[src/rtl/metronome_pkg.sv]
// Shared constants and types for the metronome tempo path.
package metronome_pkg;

    localparam int BPM_MIN     = 20;
    localparam int BPM_MAX     = 300;
    localparam int BPM_DEFAULT = 120;
    localparam int BPM_W       = 9;
    localparam int PERIOD_W    = 32;

    typedef enum logic [1:0] {
        IDLE,
        DIVIDE,
        OFFER
    } ctrl_state_t;

    // Beat period in clock cycles for the reset tempo.
    function automatic logic [PERIOD_W-1:0] default_period(input longint unsigned clk_hz);
        longint unsigned q;
        q = (clk_hz * 64'd60) / 64'(BPM_DEFAULT);
        return PERIOD_W'(q);
    endfunction

endpackage

[src/rtl/period_divider.sv]
// Serial unsigned restoring divider: one quotient bit per cycle, DIVIDEND_W cycles per divide.
module period_divider #(
    parameter int unsigned DIVIDEND_W = 32,
    parameter int unsigned DIVISOR_W  = 9
) (
    input  logic                  i_clk,
    input  logic                  i_reset,
    input  logic                  i_start,
    input  logic [DIVIDEND_W-1:0] i_dividend,
    input  logic [DIVISOR_W-1:0]  i_divisor,
    output logic                  o_done,
    output logic [DIVIDEND_W-1:0] o_quotient
);

    localparam int CNT_W = $clog2(DIVIDEND_W);

    logic                  busy;
    logic [CNT_W-1:0]      count;
    logic [DIVIDEND_W-1:0] quo;
    logic [DIVISOR_W-1:0]  rem;
    logic [DIVISOR_W-1:0]  divisor;
    logic [DIVISOR_W:0]    trial;
    logic                  fits;
    logic [DIVISOR_W-1:0]  rem_next;
    logic [DIVIDEND_W-1:0] quo_next;
    logic                  last;

    // quo shifts dividend bits out the top while quotient bits enter at the bottom.
    always_comb begin
        trial    = {rem, quo[DIVIDEND_W-1]};
        fits     = (trial >= {1'b0, divisor});
        rem_next = fits ? DIVISOR_W'(trial - {1'b0, divisor}) : trial[DIVISOR_W-1:0];
        quo_next = {quo[DIVIDEND_W-2:0], fits};
        last     = (count == CNT_W'(DIVIDEND_W - 1));
    end

    assign o_done     = busy && last;
    assign o_quotient = quo_next;

    always_ff @(posedge i_clk or posedge i_reset) begin
        if (i_reset) begin
            busy  <= 1'b0;
            count <= '0;
        end else if (i_start) begin
            busy  <= 1'b1;
            count <= '0;
        end else if (busy) begin
            count <= count + 1'b1;
            if (last)
                busy <= 1'b0;
        end
    end

    always_ff @(posedge i_clk) begin
        if (i_start) begin
            quo     <= i_dividend;
            rem     <= '0;
            divisor <= i_divisor;
        end else if (busy) begin
            quo <= quo_next;
            rem <= rem_next;
        end
    end

endmodule

[src/rtl/bpm_rate_controller.sv]
// Merges button and UART tempo requests, clamps to a legal BPM and offers the matching beat period.
module bpm_rate_controller
    import metronome_pkg::*;
#(
    parameter int unsigned CLK_HZ = 50_000_000
) (
    input  logic                i_clk,
    input  logic                i_reset,
    input  logic                i_btn_plus_1,
    input  logic                i_btn_plus_5,
    input  logic                i_btn_minus_1,
    input  logic                i_btn_minus_5,
    input  logic                i_uart_valid,
    input  logic [31:0]         i_uart_bpm,
    input  logic                i_period_ready,
    output logic                o_period_valid,
    output logic [PERIOD_W-1:0] o_period,
    output logic [BPM_W-1:0]    o_bpm,
    output logic                o_busy,
    output logic                o_uart_clamped
);

    localparam logic [PERIOD_W-1:0]     DIVIDEND     = PERIOD_W'(64'(CLK_HZ) * 64'd60);
    localparam logic [PERIOD_W-1:0]     RESET_PERIOD = default_period(64'(CLK_HZ));
    localparam logic signed [BPM_W+1:0] MIN_S        = (BPM_W+2)'(BPM_MIN);
    localparam logic signed [BPM_W+1:0] MAX_S        = (BPM_W+2)'(BPM_MAX);

    function automatic logic [BPM_W-1:0] clamp_bpm(input logic signed [BPM_W+1:0] v);
        if (v < MIN_S) return BPM_W'(BPM_MIN);
        if (v > MAX_S) return BPM_W'(BPM_MAX);
        return BPM_W'(v);
    endfunction

    function automatic logic uart_out_of_range(input logic [31:0] v);
        return (v < 32'(BPM_MIN)) || (v > 32'(BPM_MAX));
    endfunction

    function automatic logic [BPM_W-1:0] clamp_uart(input logic [31:0] v);
        if (v < 32'(BPM_MIN)) return BPM_W'(BPM_MIN);
        if (v > 32'(BPM_MAX)) return BPM_W'(BPM_MAX);
        return BPM_W'(v);
    endfunction

    function automatic logic signed [6:0] sat_delta(input logic signed [8:0] v);
        if (v > 9'sd63)  return 7'sd63;
        if (v < -9'sd63) return -7'sd63;
        return 7'(v);
    endfunction

    ctrl_state_t              state, state_next;
    logic signed [6:0]        delta;
    logic signed [8:0]        btn_sum, delta_sum;
    logic signed [BPM_W+1:0]  bpm_sum;
    logic                     uart_pending;
    logic [31:0]              uart_value;
    logic [BPM_W-1:0]         target, target_bpm;
    logic                     captured, clr_delta, clr_uart, clamp_hit;
    logic                     div_start, div_done;
    logic [PERIOD_W-1:0]      quotient;

    // Pulses landing on a clear-on-capture cycle start the fresh delta.
    always_comb begin
        btn_sum = '0;
        if (i_btn_plus_1)  btn_sum = btn_sum + 9'sd1;
        if (i_btn_plus_5)  btn_sum = btn_sum + 9'sd5;
        if (i_btn_minus_1) btn_sum = btn_sum - 9'sd1;
        if (i_btn_minus_5) btn_sum = btn_sum - 9'sd5;
        delta_sum = btn_sum + (clr_delta ? 9'sd0 : 9'(delta));
        bpm_sum   = $signed({2'b00, o_bpm}) + (BPM_W+2)'(delta);
    end

    always_comb begin
        state_next = state;
        target     = o_bpm;
        captured   = 1'b0;
        clr_delta  = 1'b0;
        clr_uart   = 1'b0;
        clamp_hit  = 1'b0;
        div_start  = 1'b0;
        case (state)
            IDLE: begin
                if (uart_pending) begin
                    target    = clamp_uart(uart_value);
                    clamp_hit = uart_out_of_range(uart_value);
                    clr_uart  = 1'b1;
                    clr_delta = 1'b1;
                    captured  = 1'b1;
                end else if (delta != 7'sd0) begin
                    target    = clamp_bpm(bpm_sum);
                    clr_delta = 1'b1;
                    captured  = 1'b1;
                end
                if (captured && (target != o_bpm)) begin
                    div_start  = 1'b1;
                    state_next = DIVIDE;
                end
            end
            DIVIDE:  if (div_done) state_next = OFFER;
            OFFER:   if (i_period_ready) state_next = IDLE;
            default: state_next = IDLE;
        endcase
    end

    assign o_period_valid = (state == OFFER);
    assign o_busy         = (state != IDLE);

    period_divider #(
        .DIVIDEND_W(PERIOD_W),
        .DIVISOR_W (BPM_W)
    ) u_divider (
        .i_clk     (i_clk),
        .i_reset   (i_reset),
        .i_start   (div_start),
        .i_dividend(DIVIDEND),
        .i_divisor (target),
        .o_done    (div_done),
        .o_quotient(quotient)
    );

    always_ff @(posedge i_clk or posedge i_reset) begin
        if (i_reset) begin
            state          <= OFFER;
            delta          <= '0;
            uart_pending   <= 1'b0;
            o_uart_clamped <= 1'b0;
            o_bpm          <= BPM_W'(BPM_DEFAULT);
            o_period       <= RESET_PERIOD;
        end else begin
            state          <= state_next;
            delta          <= sat_delta(delta_sum);
            o_uart_clamped <= clamp_hit;
            if (i_uart_valid)
                uart_pending <= 1'b1;
            else if (clr_uart)
                uart_pending <= 1'b0;
            if ((state == DIVIDE) && div_done) begin
                o_bpm    <= target_bpm;
                o_period <= quotient;
            end
        end
    end

    always_ff @(posedge i_clk) begin
        if (i_uart_valid)
            uart_value <= i_uart_bpm;
        if (div_start)
            target_bpm <= target;
    end

endmodule

[config.mk]
export PLATFORM = sky130hd
export DESIGN_NAME = bpm_rate_controller
export DESIGN_NICKNAME = d
export VERILOG_FILES = /design/src/rtl/metronome_pkg.sv /design/src/rtl/period_divider.sv /design/src/rtl/bpm_rate_controller.sv
export SDC_FILE = /design/constraint.sdc
export NUM_CORES = 1
export LEC_CHECK = 0
export BUFFER_PORTS_ARGS = -buffer_cell sky130_fd_sc_hd__buf_2
export CORE_MARGIN = 2
export CORE_UTILIZATION = 30
export CTS_CLUSTER_SIZE = 20
export DETAILED_ROUTE_END_ITERATION = 10
export PLACE_DENSITY_LB_ADDON = 0.3
export SYNTH_ARGS = -nofsm -noshare
export SYNTH_HDL_FRONTEND = slang
export SYNTH_SLANG_ARGS = --single-unit
[constraint.sdc]
create_clock -name i_clk -period 7.2 [get_ports i_clk]
set_input_delay 1.44 -clock i_clk [delete_from_list [all_inputs] [get_ports i_clk]]
set_output_delay 1.44 -clock i_clk [all_outputs]
set_load 0.03 [all_outputs]
==> impl_metrics.ini <==
[timing]
setup_tns_ns = 0
setup_ws_ns = 2.66
setup_viol_count_final = 0
rsz0062_at_grt = false
tightest_slew_ns = 0.815
clock_skew_ns = 0.0152
slew_viol_final = 0
period_minus_slack_ns = 4.54
period_share = 0.630
max_freq_ghz = 0.220
relSlewSlack = 0.457
hold_viol = 0

[synth]
netlist.area_leader.share = 0.166
yosysMostFrequentCell = nor2_1
synth_enable_flop_cells = 41
ys_seq_elements = 140
synth_top_cell_by_area = edfxtp_1
synthDistinctLibCells = 72
synth_warnings = 0
synth_area_leaders = edfxtp_1, dfrtp_1, dfxtp_1, dfstp_2, ha_1
synth_seq_area_share = 0.475
ys.flop_type = edfxtp_1
synth_fp_nets = 768
synthesis.instances = 689
syn_avg_cell_area_um2 = 10.8
synthArstFlopShare = 0.414
netlist_top_cells_count = nor2_1, dfrtp_1, dfxtp_1, edfxtp_1, o21ai_0
syn_area_um2 = 7420

[worst_setup_path]
cp.arrival_ns = 4.83
worstPathRequired_ns = 7.49
crit_path_max_fanout = 8
end_kind = flip-flop
crit_path_start_kind = input pin
worstRegToRegCells = 13
criticalPathCategory = input pin to flip-flop

[cells_and_area]
final_layout_size_suffix_gt1_frac = 0.245
n_antenna_cell = 0
area_growth_pct = 17.7
fillers = 2424
nNetsFinal = 847

[clock_tree]
cts_setup_buffers = 0
cts_hold_buf = 0
clock_latency_ns = 0.42
clkSinkCount = 140
cts_tree = yes
root_buffer = clkbuf_16
cts-htree-levels = 4
cts-resized-gates = 0
cts_buffers = 17
clk_pin_slew_ns = 0.06
clk_path_buf_depth = 2

[global_routing]
met1_usage = 0.174
top_usage_layer = met2
grt_max_degree = 71
grt_util_all_layers = 0.127
grt_pass1_wl_mm = 26.6
met3_usage = 0.0254
grt.met2_usage = 0.198
antenna_found_initial = 0
grt.overflow.total = 0
grt_pass1_vias = 5236

[die]
die_y_um = 161
die_w_um = 161
start_util = 0.305
num_rows = 57
core_um2 = 24300
die_area_um2 = 26000
io_pins = 84

[run_status]
status = finished, final reports clean

[drt]
via_count = 5329
drc = 0
wire_per_inst_um = 14.2
drtIter0Drc = 237
postRouteAntennaNets = 0
drtPass1Iterations = 5
vias_per_cell = 4.82
wl_mm = 15.7

[pwr]
power_leakage_nw = 4.02
peakVddDrop_mv = 0.215
p_per_area_nw_per_um2 = 523

[flow_run]
cap_violations = 0

[hold_path]
hold_path_depth = 1
min_path_type = flip-flop to flip-flop

[placed_design]
gp_congestion = 0.858
portBuffers = 83
hpwl_mm = 11.2
pre_cts_ws_ns = 2.23
[per-layer routing]
layer / vias to the layer above / wire length [µm]
met1: 2537 / 7650
met3: 17 / 605
li1: 2664 / -
met4: 0 / 276
met2: 111 / 7170
met5: - / 0
[worst paths after layout]
| check | start | end | slack, ns |
|---|---|---|---|
| min in group asynchronous | i_reset | o_period[27] | 1.25 |
| max in group asynchronous | i_reset | u_divider.busy | 5.41 |
| worst min-delay path | u_divider.quo[11] | u_divider.quo[12] | 0.49 |
| worst max register to register | o_bpm[0] | u_divider.quo[14] | 2.85 |
| worst min register to register | u_divider.quo[11] | u_divider.quo[12] | 0.49 |
| worst max-delay path | i_btn_plus_5 | delta[0] | 2.66 |
[where the power goes]
part	switching, mW	total [mW]	internal, mW
clock network	0.352	0.880	0.528
registers	0.255	1.42	1.16
logic	1.32	2.27	0.943
[per-stage QoR]
step,power [mW],instances,area [µm²],utilization,hold slack [ns]
after floorplan,3.19,689,7420,-,0.449
after global placement,3.67,1073,8140,0.335,0.473
after detailed placement,3.70,1073,8140,0.335,0.473
after CTS,4.60,1105,8730,0.359,0.490
after global routing,4.93,1105,8730,0.359,0.516
final,4.56,1105,8730,0.359,0.488
[logic make-up after synthesis]
group	synth area share
flip-flops	0.475
AO/OA/AOI/OAI	0.159
adder cells (fa/ha/maj)	0.0712
multiplexers	0.0922
buffers and inverters	0.0376
XOR/XNOR	0.0366
AND/OR/NAND/NOR	0.128
[placed cells by master (no fill, tap or decap), types with 14 or more instances in the layout]
cell	n
buf_2	83
nor2_1	61
o21ai_0	41
edfxtp_1	41
dfxtp_1	41
dfrtp_1	40
nand2_1	37
inv_1	35
mux2_2	35
ha_1	35
mux2i_1	29
a21oi_1	23
nor2b_1	19
xor2_1	17
clkbuf_16	17
dfstp_2	17
a21o_1	16
nor3_1	15
a211o_1	14
xnor2_1	14
[layout make-up]
type / instances / area (µm²) / share of cell area
multi-input combinational: 484 / 3620 / 0.414
sequential: 140 / 3530 / 0.404
timing repair buffer: 87 / 445 / 0.0510
clock buffer: 19 / 443 / 0.0507
tap: 324 / 405 / 0.0464
clock inverter: 13 / 151 / 0.0173
inverter: 38 / 143 / 0.0163
[sequential cells by signal, summed over array words and instances, names as in the netlist]
name and flops:
u_divider.quo 32, u_divider.rem 9, o_bpm 9, u_divider.divisor 9, uart_pending 1, state 2, uart_value 32, delta 7
u_divider.count 5, o_period 32, u_divider.busy 1, o_uart_clamped 1
[worst max-delay path, stage by stage]
cell      delay, ns
buf_2          0.11
inv_1          0.11
ha_1           0.16
nand2_1        0.15
o21ai_0        0.18
inv_1          0.08
ha_1           0.22
o21ai_0        0.18
ha_1           0.25
a21o_1         0.18
ha_1           0.31
inv_1          0.08
a21oi_1        0.05
o21ai_0        0.16
nand2b_1       0.10
a21o_1         0.18
a21oi_1        0.17
xnor2_1        0.20
a31oi_1        0.15
or3_1          0.35
(Power assumes the default switching activity.)
